File: config.mk
export PLATFORM = sky130hd
export DESIGN_NAME = hazard_forward_unit
export DESIGN_NICKNAME = d
export VERILOG_FILES = /design/src/rtl/hazard_forward_unit.sv
export SDC_FILE = /design/constraint.sdc
export NUM_CORES = 1
export LEC_CHECK = 0
export CAP_MARGIN = 20
export CORE_MARGIN = 1.5
export CORE_UTILIZATION = 30
export CTS_BUF_LIST = sky130_fd_sc_hd__clkbuf_2 sky130_fd_sc_hd__clkbuf_4 sky130_fd_sc_hd__clkbuf_8
export DETAILED_ROUTE_END_ITERATION = 8
export GPL_ROUTABILITY_DRIVEN = 0
export PLACE_DENSITY = 0.62
export SYNTH_ARGS = -nofsm -noshare
export SYNTH_HDL_FRONTEND = slang
export SYNTH_SLANG_ARGS = --single-unit
File: constraint.sdc
create_clock -name clk -period 1.7 [get_ports clk]
set_input_delay 0.34 -clock clk [delete_from_list [all_inputs] [get_ports clk]]
set_output_delay 0.34 -clock clk [all_outputs]
set_load 0.005 [all_outputs]
File: src/rtl/hazard_forward_unit.sv
// ID-stage hazard and forwarding controller: a three-stage destination scoreboard
// drives operand forward selects, a load-use stall and a saturating stall counter.
module hazard_forward_unit #(
    parameter int CNT_W = 16
) (
    input  logic             clk,
    input  logic             reset,
    input  logic             valid_ID,
    input  logic [2:0]       Ra_ID,
    input  logic [2:0]       Rb_ID,
    input  logic             useA_ID,
    input  logic             useB_ID,
    input  logic [2:0]       Rd_ID,
    input  logic             RegWr_ID,
    input  logic             MemRd_ID,
    output logic [1:0]       ForwardA,
    output logic [1:0]       ForwardB,
    output logic             stall,
    output logic [CNT_W-1:0] stall_count
);

    logic [2:0]       ex_rd_q, ex_rd_d, mem_rd_q, mem_rd_d, wb_rd_q, wb_rd_d;
    logic             ex_wr_q, ex_wr_d, mem_wr_q, mem_wr_d, wb_wr_q, wb_wr_d;
    logic             ex_ld_q, ex_ld_d;
    logic [CNT_W-1:0] stall_count_q, stall_count_d;

    logic [1:0][2:0]  src;
    logic [1:0]       use_en;
    logic [1:0]       ex_hit, mem_hit, wb_hit;
    logic [1:0][1:0]  fwd_sel;

    assign src    = {Rb_ID, Ra_ID};
    assign use_en = {useB_ID, useA_ID};

    // Index 0 is operand A, index 1 is operand B; r0 never matches any stage.
    generate
        for (genvar gi = 0; gi < 2; gi++) begin : g_operand
            assign ex_hit[gi]  = use_en[gi] && (src[gi] != 3'd0) && ex_wr_q  && (ex_rd_q  == src[gi]);
            assign mem_hit[gi] = use_en[gi] && (src[gi] != 3'd0) && mem_wr_q && (mem_rd_q == src[gi]);
            assign wb_hit[gi]  = use_en[gi] && (src[gi] != 3'd0) && wb_wr_q  && (wb_rd_q  == src[gi]);
            assign fwd_sel[gi] = ex_hit[gi]  ? 2'd1 :
                                 mem_hit[gi] ? 2'd2 :
                                 wb_hit[gi]  ? 2'd3 : 2'd0;
        end
    endgenerate

    assign ForwardA    = fwd_sel[0];
    assign ForwardB    = fwd_sel[1];
    assign stall       = valid_ID && ex_ld_q && (ex_hit != 2'b00);
    assign stall_count = stall_count_q;

    always_comb begin
        wb_rd_d       = mem_rd_q;
        wb_wr_d       = mem_wr_q;
        mem_rd_d      = ex_rd_q;
        mem_wr_d      = ex_wr_q;
        ex_rd_d       = 3'd0;
        ex_wr_d       = 1'b0;
        ex_ld_d       = 1'b0;
        stall_count_d = stall_count_q;
        // A stalled or squashed ID instruction enters EX as a bubble.
        if (!stall) begin
            ex_rd_d = Rd_ID;
            ex_wr_d = RegWr_ID && valid_ID;
            ex_ld_d = MemRd_ID && valid_ID;
        end
        if (stall && !(&stall_count_q)) begin
            stall_count_d = stall_count_q + CNT_W'(1);
        end
    end

    always_ff @(posedge clk) begin
        if (reset) begin
            ex_rd_q       <= 3'd0;
            ex_wr_q       <= 1'b0;
            ex_ld_q       <= 1'b0;
            mem_rd_q      <= 3'd0;
            mem_wr_q      <= 1'b0;
            wb_rd_q       <= 3'd0;
            wb_wr_q       <= 1'b0;
            stall_count_q <= '0;
        end else begin
            ex_rd_q       <= ex_rd_d;
            ex_wr_q       <= ex_wr_d;
            ex_ld_q       <= ex_ld_d;
            mem_rd_q      <= mem_rd_d;
            mem_wr_q      <= mem_wr_d;
            wb_rd_q       <= wb_rd_d;
            wb_wr_q       <= wb_wr_d;
            stall_count_q <= stall_count_d;
        end
    end

endmodule

# Word level (Yosys, flattened, before mapping)
# Index checks and enable logic that the tools add are counted.
dict set report totals {
  word_cells 46
  reg_bits 29
}
dict set report op_classes {
  n_mux 6
  n_reduce_logical 25
  eq_ne 6
  add_sub_neg 1
}
# operator count
set op_table {}
lappend op_table {{logical AND 1 bit} 19}
lappend op_table {{== test 3 bit} 6}
lappend op_table {{adder 16 x 1 -> 16 bit (second input constant)} 1}
lappend op_table {{AND reduction 16 bit} 1}
lappend op_table {{2-to-1 mux 2 bit} 6}
lappend op_table {{nonzero test 3 bit} 2}
lappend op_table {{nonzero test 2 bit} 1}
lappend op_table {{OR reduction 2 bit} 1}
lappend op_table {{logical NOT 1 bit} 1}

# Logic depth before layout (Yosys ltp)
dict set report depth {
  ltp_word 7
  mapped_depth 7
  ltp_nobuf 6
}

# Worst setup path before layout
# No wires, ideal clock.
dict set report synth_timing {
  path_type {register -> register}
  startpoint {register stall_count_q[0] (netlist: stall_count[0])}
  endpoint {register stall_count_q[2] (netlist: stall_count[2])}
  required_ps 1630
  stages_incl_launch_ff 8
  path_buffers 1
  t_arrival_ps 1701
  period_less_slack_ps 1772
  setup_time_ps 70
  path_slack_ps -72
  path_cell_list {dfxtp_1 > ha_1 > and3_1 > nand4_1 > nor2_1 > buf_2 > or4_1 > a21oi_1}
}
dict set report synth_between {
  elab_chain_cells 3
}
# item line_no
set synth_rtl {}
lappend synth_rtl {{start, declared} 25} ;# logic [CNT_W-1:0] stall_count_q, stall_count_d;
lappend synth_rtl {{start signal, assigned} 90} ;# stall_count_q <= stall_count_d;
lappend synth_rtl {{parallel branches: the longest is 3 deep, another holds adder 16 x 1 -> 16 bit} --}
# Several ways; the timed one is not identified.
# A chain may end at the register's enable or synchronous reset.

# Worst setup path in the final report
dict set report layout_timing {
  startpoint {register ex_rd_q[0]}
  endpoint {register stall_count_q[3] (netlist: stall_count[3])}
}
dict set report layout_between {
  elab_chain_cells 5
}
# item line_no
set layout_rtl {}
lappend layout_rtl {{start, declared} 22} ;# logic [2:0] ex_rd_q, ex_rd_d, mem_rd_q, mem_rd_d, wb_rd_q, wb_rd_d;
lappend layout_rtl {{start signal, assigned} 83} ;# ex_rd_q <= ex_rd_d;
lappend layout_rtl {{== test 3 bit} 38} ;# assign ex_hit[gi] = use_en[gi] && (src[gi] != 3'd0) && ex_wr_q && (ex_rd_q == src[gi]);
lappend layout_rtl {{logical AND 1 bit} 38}
lappend layout_rtl {{nonzero test 2 bit *} 49} ;# assign stall = valid_ID && ex_ld_q && (ex_hit != 2'b00);
lappend layout_rtl {{logical AND 1 bit *} 49}
lappend layout_rtl {{logical AND 1 bit *} 67} ;# if (stall && !(&stall_count_q)) begin
# Every way passes the cells marked *; elsewhere a longest branch is shown, timed or not.

==> metrics <==
status finished with violations; failing checks negative setup slack; largest net degree at the start of global routing 12; initial antenna violation count 0; Final Max Slew Viols 0; Slew @ Worst Pin 0.367 ns; Max Fclk 0.536 GHz; CP bufs+invs 2; ys async rst share 0%; Synth area leader dfxtp_1; Crit Reg-Reg Startpoint ex_rd_q[0]; Worst-path clk slew 0.07 ns; Period Utilization, post-route 110%; max_slew headroom 75.5%; Hold/Removal Path Class reg2reg; post-route DRC violation count 0; Multi-input gate area 1160 µm²; slowest cell on the critical path or4_1; Clock Sink Count 29; final worst path period need 1.87 ns; RSZ-0062 raised after global routing true; num ports 37; Mapped Area 1520 µm²; Via Count 1641; Worst Setup SP ex_rd_q[0]; Yosys reg bits 29; vias in the first global route 1511; hold_buf cts 0; switching part of the total 20.6%; switching power 0.356 mW; Vias/cell 4.99; power consumption 1.73 mW; drt first pass iters 4; TritonCTS clock tree yes; GRT Total Usage 17.1%; number of synthesized flops with an enable pin 0; r2r endpoint stall_count[3]; worst vdd ir 0.000543 V; placed cell areas 2270 µm²; Clock power frac 49.3%; layout cell share with drive strength beyond 1 52.7%; most frequent cells in the layout buf_4 (43), clkdlybuf4s50_1 (22), dfxtp_1 (17); Die Width 74.3 µm; port bufs 36; Final Setup Violations 20; syn nets 183; Reg2Reg Depth 7; Data required, critical path 1.91 ns; H-tree Lvls 2; NumNets Final 278; Place WS -0.756 ns; design area 2790 µm²; site row count 25; Crit path depth 7; Synth Flop Type dfxtp_1; clock root buffer clkbuf_8; Internal Dissipation 1.37 mW; gr ovfl total 0; Clock Latency Late Sink 0.28 ns; WL per Instance 14.5 µm; Mapped Cells 166; crit-path cells xnor2_2 > and4_4 > a22oi_4 > buf_6 > buf_6 > or4_1 > a21oi_1; Final Worst Setup Slack -0.166 ns; sequential element share of the synthesized area 38.1%; cell family with most CP delay simple AND/OR/NAND/NOR gates; drt total wl 4.78 mm; CP endpoint stall_count[3]; clk_skew 0.00494 ns; core area 4820 µm²; Yosys Warn Count 0; Power Dens Cells 620 nW/µm²; area grow syn2layout 83.2%; first-pass GRT wire length 7.13 mm; Crit path largest cell delay 0.52 ns; crit path DAT 2.07 ns; reg2reg setup slack -0.17 ns; Synth cell types 36; post-synthesis area per instance 9.18 µm²; Combinational Power Share 9.9%; Startpoint Class flop; crit-path max FO 8; Initial Util 31.6%; setup_tns -1.52 ns; CP Capture Type flop; Die H 74.3 µm; Inserted Diodes 0; critical path class reg2reg; Fin. Hold Viols 0; ranking of synthesized cells by area dfxtp_1 (38%), xnor2_1 (10%), o31ai_1 (5.4%); share of Yosys cell area claimed by the top area cell type 38.1%; post-DP HPWL 3.08 mm; most common cell after layout, fill and taps aside buf_4; max-cap violations 0; Leakage 1.07 nW; DR iter-0 viols 68; most frequent CP cell buf_6; Reg area 601 µm²; DRT antenna net count 0; die area 5520 µm²; number of CTS-inserted buffers 5; Layout fillers 418; sequential share of power 40.7%; clk buf depth 2
## cells in the mapped netlist (2+ instances only)
master and number:
and4_1 2, inv_1 3, nor2b_1 9, and4_2 2
nor2_2 2, or4_1 10, nand3_1 5, or3_1 5
dfxtp_1 29, nand2b_1 3, xnor2_1 18, o31ai_1 11
clkbuf_1 2, o21ai_1 2, nand4_1 9, and3_1 6
buf_6 3, o311ai_1 2, nand2_1 7, o31ai_2 2
a211oi_1 2, a21oi_1 12, nor2_1 7
## worst reg2reg max path: stages, from the launching register on
cell     delay, ns
dfxtp_4       0.37
xnor2_2       0.15
and4_4        0.25
a22oi_4       0.09
buf_6         0.14
buf_6         0.13
or4_1         0.53
a21oi_1       0.15
## final cells by class
class                      instances  area share (%)
multi-input combinational        127            41.5
timing repair buffer              94            28.6
sequential                        29            21.5
tap                               67            3.00
clock buffer                       5            2.47
clock inverter                     3            2.33
inverter                           4           0.538
## worst min-delay path by stage
| stage | from | endpoint | depth (start not counted) |
|---|---|---|---|
| after detailed placement | ex_wr_q | mem_wr_q | 1 |
| after global placement | mem_wr_q | wb_wr_q | 1 |
| final | ex_rd_q[1] | mem_rd_q[1] | 1 |
| after CTS | ex_rd_q[0] | mem_rd_q[0] | 1 |
| after floorplan | ex_wr_q | mem_wr_q | 1 |
| after global routing | ex_rd_q[1] | mem_rd_q[1] | 1 |
## timing repair
item	CTS	global route
pin swaps	38	14
setup endpoints to repair	24	22
setup buffers	9	6
resized for setup	76	51
## power groups by stage
stage	combinational [mW]	sequential, mW	clock, mW
2_1_floorplan	0.0578	0.714	0
3_3_place_gp	0.140	0.718	0
3_5_place_dp	0.140	0.718	0
4_1_cts	0.154	0.704	0.870
5_1_grt	0.182	0.706	0.902
6_report	0.172	0.704	0.853
## cell families (layout without fill, tap and decap cells)
group	after synthesis	in the layout	share of synthesized area [%]
flip-flops	29	29	38.1
XOR/XNOR	18	18	10.3
AO/OA/AOI/OAI	35	35	16.7
buffers and inverters	10	106	4.02
AND/OR/NAND/NOR	71	71	28.6
multiplexers	2	2	1.40
adder cells (fa/ha/maj)	1	1	0.821
## per-stage QoR
step,hold WS (ns),util [%],instances
final,0.500,57.9,329
after CTS,0.508,53.2,323
after global routing,0.504,57.9,329
after global placement,0.495,47.1,308
after detailed placement,0.492,47.1,308
after floorplan,0.444,-,166
## registers in the layout, indices dropped and copies added (netlist names)
register and count:
stall_count 16, ex_ld_q 1, wb_rd_q 3, mem_rd_q 3
ex_wr_q 1, mem_wr_q 1, ex_rd_q 3, wb_wr_q 1
## metal layers
layer	up-vias	track usage, %	routed length [µm]
met5	-	0	0
met3	8	4.07	152
met2	42	27.8	2410
li1	814	-	-
met1	777	21.9	2130
met4	0	7.07	84
(Power assumes the default switching activity.)
